File: src/rtl/io_port_pkg.sv
// ----------------------------------------------------------------------------
// io_port_pkg
// Shared constants and helpers for the CPU I/O port peripheral.
//   IO_WORD_W     : default data width of every port word
//   IO_FIFO_DEPTH : default number of out-FIFO entries (power of two, >= 2)
//   clog2()       : pointer width for a given depth, usable in constant context
// ----------------------------------------------------------------------------
package io_port_pkg;

  localparam int IO_WORD_W     = 32;
  localparam int IO_FIFO_DEPTH = 4;

  // Smallest n with 2**n >= value; value 1 yields 0.
  function automatic int clog2(input int value);
    int result;
    result = 0;
    for (int i = 0; i < 31; i++) begin
      if (int'(32'd1 << i) < value) begin
        result = i + 1;
      end
    end
    return result;
  endfunction

endpackage

File: src/rtl/io_sync_fifo.sv
// ----------------------------------------------------------------------------
// io_sync_fifo
// Single-clock FIFO buffering CPU OUT words toward the host stream.
// Ports:
//   i_clk, i_reset : clock, synchronous active-high reset (empties the FIFO)
//   i_push         : write request; accepted when not full or when popping
//   i_pop          : read request; ignored when empty
//   i_wr_data      : word written on an accepted push
//   o_rd_data      : head entry (combinational read of mem[rd_ptr])
//   o_valid        : FIFO holds at least one entry
//   o_full         : FIFO holds DEPTH entries
//   o_count        : current occupancy, 0..DEPTH
// ----------------------------------------------------------------------------
module io_sync_fifo
  import io_port_pkg::*;
#(
  parameter int WORD_W = IO_WORD_W,
  parameter int DEPTH  = IO_FIFO_DEPTH
) (
  input  logic                      i_clk,
  input  logic                      i_reset,
  input  logic                      i_push,
  input  logic                      i_pop,
  input  logic [WORD_W-1:0]         i_wr_data,
  output logic [WORD_W-1:0]         o_rd_data,
  output logic                      o_valid,
  output logic                      o_full,
  output logic [clog2(DEPTH):0]     o_count
);

  localparam int PTR_W = clog2(DEPTH);
  localparam int CNT_W = PTR_W + 1;

  logic [WORD_W-1:0] r_mem [DEPTH];
  logic [PTR_W-1:0]  r_wr_ptr;
  logic [PTR_W-1:0]  r_rd_ptr;
  logic [CNT_W-1:0]  r_count;

  logic w_full;
  logic w_pop;
  logic w_push;

  assign w_full = (r_count == CNT_W'(DEPTH));
  // Guards keep count within 0..DEPTH even if the caller misbehaves.
  assign w_pop  = i_pop & (r_count != {CNT_W{1'b0}});
  assign w_push = i_push & (~w_full | w_pop);

  assign o_rd_data = r_mem[r_rd_ptr];
  assign o_valid   = (r_count != {CNT_W{1'b0}});
  assign o_full    = w_full;
  assign o_count   = r_count;

  // Storage array: written on accepted push, deliberately not reset.
  always_ff @(posedge i_clk) begin
    if (w_push) begin
      r_mem[r_wr_ptr] <= i_wr_data;
    end
  end

  // Pointers and occupancy; pointers wrap naturally because DEPTH is 2**PTR_W.
  always_ff @(posedge i_clk) begin
    if (i_reset) begin
      r_wr_ptr <= {PTR_W{1'b0}};
      r_rd_ptr <= {PTR_W{1'b0}};
      r_count  <= {CNT_W{1'b0}};
    end else begin
      if (w_push) begin
        r_wr_ptr <= r_wr_ptr + PTR_W'(1);
      end
      if (w_pop) begin
        r_rd_ptr <= r_rd_ptr + PTR_W'(1);
      end
      case ({w_push, w_pop})
        2'b10:   r_count <= r_count + CNT_W'(1);
        2'b01:   r_count <= r_count - CNT_W'(1);
        default: r_count <= r_count;
      endcase
    end
  end

endmodule

File: src/rtl/io_port_peripheral.sv
// ----------------------------------------------------------------------------
// io_port_peripheral
// Device-side end of the CPU I/O ports. CPU OUT words are buffered in a FIFO
// and drained to the host stream; one host word is held for CPU IN. stop_req
// stalls the CPU on OUT-when-full or IN-when-empty.
// Build option: define IO_LOOPBACK_EN to add the 1-bit loopback input, which
// routes the FIFO head into the IN holding register instead of the host.
// Ports:
//   clk, reset                 : clock, synchronous active-high reset
//   out_wr, outport_data       : CPU OUT strobe (held until accepted) and word
//   in_rd, inport_in           : CPU IN strobe (held until accepted) and word
//   stop_req                   : CPU must hold the current IN/OUT this cycle
//   host_out_data/valid/ready  : out stream toward host (pop on valid&ready)
//   host_in_data/valid/ready   : in stream from host (load on valid&ready)
//   loopback (IO_LOOPBACK_EN)  : 1 = FIFO head feeds the IN register
// ----------------------------------------------------------------------------
module io_port_peripheral
  import io_port_pkg::*;
#(
  parameter int WORD_W = IO_WORD_W,
  parameter int DEPTH  = IO_FIFO_DEPTH
) (
  input  logic              clk,
  input  logic              reset,
  input  logic              out_wr,
  input  logic [WORD_W-1:0] outport_data,
  input  logic              in_rd,
  output logic [WORD_W-1:0] inport_in,
  output logic              stop_req,
  output logic [WORD_W-1:0] host_out_data,
  output logic              host_out_valid,
  input  logic              host_out_ready,
  input  logic [WORD_W-1:0] host_in_data,
  input  logic              host_in_valid,
`ifdef IO_LOOPBACK_EN
  input  logic              loopback,
`endif
  output logic              host_in_ready
);

  localparam int CNT_W = clog2(DEPTH) + 1;

  logic              r_in_full;
  logic [WORD_W-1:0] r_in_reg;

  logic [WORD_W-1:0] w_fifo_head;
  logic              w_fifo_valid;
  logic              w_fifo_full;
  logic [CNT_W-1:0]  w_count;
  logic              w_push;
  logic              w_pop;
  logic              w_consume;
  logic              w_in_space;
  logic              w_load;
  logic [WORD_W-1:0] w_load_data;

  io_sync_fifo #(
    .WORD_W (WORD_W),
    .DEPTH  (DEPTH)
  ) u_fifo (
    .i_clk     (clk),
    .i_reset   (reset),
    .i_push    (w_push),
    .i_pop     (w_pop),
    .i_wr_data (outport_data),
    .o_rd_data (w_fifo_head),
    .o_valid   (w_fifo_valid),
    .o_full    (w_fifo_full),
    .o_count   (w_count)
  );

  assign w_consume  = in_rd & r_in_full;
  // Holding register can take a new word if empty or being emptied this cycle.
  assign w_in_space = ~r_in_full | w_consume;
  // A full FIFO still accepts a push when the head leaves in the same cycle.
  assign w_push     = out_wr & (~w_fifo_full | w_pop);

  assign host_out_data = w_fifo_head;
  assign inport_in     = r_in_reg;
  assign stop_req      = (out_wr & ~w_push) | (in_rd & ~r_in_full);

`ifdef IO_LOOPBACK_EN
  // Source select for the IN register and the FIFO pop: host or loopback.
  always_comb begin
    host_in_ready  = 1'b0;
    host_out_valid = 1'b0;
    w_load         = 1'b0;
    w_load_data    = host_in_data;
    w_pop          = 1'b0;
    if (loopback) begin
      w_load      = w_fifo_valid & w_in_space;
      w_load_data = w_fifo_head;
      w_pop       = w_load;
    end else begin
      host_in_ready  = w_in_space;
      host_out_valid = w_fifo_valid;
      w_load         = host_in_valid & w_in_space;
      w_load_data    = host_in_data;
      w_pop          = w_fifo_valid & host_out_ready;
    end
  end
`else
  assign host_in_ready  = w_in_space;
  assign host_out_valid = w_fifo_valid;
  assign w_load         = host_in_valid & w_in_space;
  assign w_load_data    = host_in_data;
  assign w_pop          = w_fifo_valid & host_out_ready;
`endif

  // IN holding register: a load wins over a same-cycle consume so full stays set.
  always_ff @(posedge clk) begin
    if (reset) begin
      r_in_full <= 1'b0;
      r_in_reg  <= {WORD_W{1'b0}};
    end else if (w_load) begin
      r_in_full <= 1'b1;
      r_in_reg  <= w_load_data;
    end else if (w_consume) begin
      r_in_full <= 1'b0;
    end
  end

endmodule

File: config.mk
export PLATFORM = sky130hd
export DESIGN_NAME = io_port_peripheral
export DESIGN_NICKNAME = d
export VERILOG_FILES = /design/src/rtl/io_port_pkg.sv /design/src/rtl/io_sync_fifo.sv /design/src/rtl/io_port_peripheral.sv
export SDC_FILE = /design/constraint.sdc
export NUM_CORES = 1
export LEC_CHECK = 0
export ABC_CLOCK_PERIOD_IN_PS = 3200
export CORE_ASPECT_RATIO = 2
export CORE_MARGIN = 2
export CORE_UTILIZATION = 50
export DETAILED_ROUTE_END_ITERATION = 10
export PLACE_DENSITY = 0.87
export SYNTH_ARGS = -nofsm -noshare
export SYNTH_HDL_FRONTEND = slang
export SYNTH_SLANG_ARGS = --single-unit
export TNS_END_PERCENT = 30
File: constraint.sdc
create_clock -name clk -period 3.2 [get_ports clk]
set_clock_uncertainty 0.2 [all_clocks]
set_input_delay 0.64 -clock clk [delete_from_list [all_inputs] [get_ports clk]]
set_output_delay 0.64 -clock clk [all_outputs]
set_load 0.005 [all_outputs]
==> metrics <==
clock latency on the worst-skew pair roughly 0.41 ns; Final Hold Fails 0; number of port buffers roughly 140; Non-Filler Instances 674; Clock Pin Slew Worst Setup and Hold Paths approximately 0.07 ns; dpl ws approximately 0.043 ns; initial antenna violation count 0; n_diodes 0; core area about 13000 µm²; Worst Path Arrival about 2.2 ns; Mean Syn Cell Area roughly 17 µm²; Synth top area share 0.600; Leak around 2.9 nW; post-synth top area cell edfxtp_1; Most Frequent Cell on Critical Path clkdlybuf4s50_1; depth of the CTS H-tree 4; Hold Buf Count CTS 0; Vias/cell 5.57; vias approximately 3800; Cell Chain, Critical Path clkdlybuf4s50_1 > nor4b_4 > nand2_1 > o21ai_0 > clkdlybuf4s50_1; Final WS setup 0.203 ns; Tot Pwr ~5.9 mW; vias in the first global route ~4000; worst min-delay path class reg -> reg; post-CTS sizing 0; # rows 58; Peak Freq 0.334 GHz; Num CTS Buffers 17; Worst Setup End Kind primary output; die height about 160 µm; startpoint types input port; CP max FO 3; Max transition margin 0.590; final wirelength between 10000 and 15000 µm; crit path buf inv count 2; drc violations 0; Slew @ Worst Pin between 0.6 and 0.7 ns; Post-Syn Nets approximately 450; WS Path Type in -> out; Final ANT Viol Nets 0; CTS tree done; die area ~14000 µm²; Crit. Startpoint host_out_ready; GRT Util Overall 0.196; worst reg2reg startpoint u_fifo.o_count[0]; max incr delay on CP ~0.53 ns; Initial Utilization 0.511; min-delay src inport_in[16]; status completed; Pwr Density 689 nW/µm²; Cells after Synth approximately 370; number of placed cells counting well taps approximately 640; Mapped Area 6410 µm²; Max Slew Vio Count 0; # Post-CTS Setup Buffers 0; CP required about 2.4 ns; Final Wtd Congestion ~0.77; Max Root-Sink Buffers 2; Pre-antenna DRT Iters 4; period utilization 0.937; IO Count 137; Synth warnings 0; Seq/Total Area, Yosys 0.731; Area growth syn-to-layout 33.5%; RSZ-0062 raised after global routing false; multi-input logic area 1540 µm²; CP max-delay cell clkdlybuf4s50_1; first-pass GRT wire length roughly 20000 µm; clock sink total 170; Initial DRC Count 164; fin crit period around 3.0 ns; DR WL/cell roughly 19 µm; cell family with most CP delay buffers and inverters; max_cap viols 0; nets a little under 600; Setup TNS Final 0 ns; maximum VDD drop slightly above 0.4 mV; total global routing overflow 0; Filler cells roughly 850; Reg area around 4700 µm²; post-DP HPWL ~8600 µm; Yosys cell types 31; Area contributors post-synth edfxtp_1, dfxtp_1, mux4_2; Fin Hold WS between 0.2 and 0.3 ns; share of cells above drive strength 1 0.145; largest net degree at the start of global routing 44; Die X-Extent 84.1 µm; Setup Viol. Count Final 0; #FFs+latches synth 170; CTS Root Cell clkbuf_16
-- registers in the layout, summed over array words and instances (netlist names), named ones only --
| register | flops |
|---|---|
| inport_in | 32 |
| u_fifo.o_count | 3 |
| u_fifo.r_wr_ptr | 2 |
| u_fifo.r_rd_ptr | 2 |
| u_fifo.r_mem | 128 |
| r_in_full | 1 |
-- cells in the mapped netlist --
| cell type | count |
|---|---|
| inv_2 | 1 |
| nand3_1 | 32 |
| dfxtp_1 | 42 |
| o21ai_0 | 34 |
| inv_1 | 7 |
| fa_1 | 1 |
| clkinv_1 | 1 |
| ha_1 | 5 |
| nor2b_2 | 1 |
| mux4_1 | 6 |
| buf_6 | 1 |
| a21oi_1 | 35 |
| edfxtp_1 | 128 |
| mux4_2 | 26 |
| or3_1 | 2 |
| mux2i_1 | 1 |
| and2b_1 | 1 |
| clkbuf_1 | 13 |
| nand2b_1 | 2 |
| buf_1 | 1 |
| buf_2 | 7 |
| xor2_1 | 3 |
| mux2_4 | 1 |
| nor4b_4 | 1 |
| buf_12 | 3 |
| o31a_1 | 1 |
| and2_1 | 4 |
| xnor2_1 | 1 |
| o311ai_0 | 1 |
| nor2_1 | 8 |
| nand2_1 | 1 |
-- power by group --
part | internal [mW] | total (mW) | switching [mW]
registers | 2.55 | 2.63 | 0.0769
clock network | 1.24 | 2.08 | 0.838
logic | 0.723 | 1.19 | 0.469
-- through the flow --
step           area (µm²)   util
2_1_floorplan        6410      -
3_3_place_gp         7940  0.633
3_5_place_dp         7940  0.633
4_1_cts              8560  0.681
5_1_grt              8560  0.681
6_report             8560  0.681
-- placed cells by master, fill, tap and decap left out, types with 6 or more instances in the layout --
| master | count |
|---|---|
| mux4_2 | 26 |
| nand3_1 | 32 |
| o21ai_0 | 34 |
| clkbuf_16 | 17 |
| mux4_1 | 6 |
| clkdlybuf4s50_1 | 136 |
| inv_1 | 7 |
| nor2_1 | 8 |
| edfxtp_1 | 128 |
| dfxtp_1 | 41 |
| a21oi_1 | 35 |
-- cell type report --
class | count | area share
inverter | 9 | 0.00395
clock buffer | 17 | 0.0497
clock inverter | 15 | 0.0218
timing repair buffer | 146 | 0.175
multi-input combinational | 167 | 0.180
sequential | 170 | 0.548
tap | 150 | 0.0219
-- final timing paths --
check	to	slack, ns	depth (start not counted)
min reg2reg	inport_in[16]	0.28	2
max	stop_req	0.20	5
min	inport_in[16]	0.28	2
max reg2reg	u_fifo.o_count[2]	0.74	9
-- routing by layer --
metal  global-route usage  up-vias  wire length, µm
li1                     -     1726                -
met1                0.196     1842             4470
met2                0.362      166             7290
met3               0.0648       21              879
met4               0.0850        0              307
met5                    0        -                0
-- worst min-delay path, cell delays in order, from the launching register on --
cell	delay (ns)
dfxtp_1	0.31
o21ai_0	0.07
a21oi_1	0.06
-- cell families (layout without fill, tap and decap cells) --
kind of cell | after synthesis | count (layout) | synth area share
fa+ha+maj | 6 | 6 | 0.0129
flops | 170 | 170 | 0.731
mux | 34 | 34 | 0.120
simple gates | 52 | 52 | 0.0443
buf+inv | 34 | 187 | 0.0301
compound gates | 71 | 71 | 0.0566
xor+xnor | 4 | 4 | 0.00547
Power figures use the tool's default switching activity.
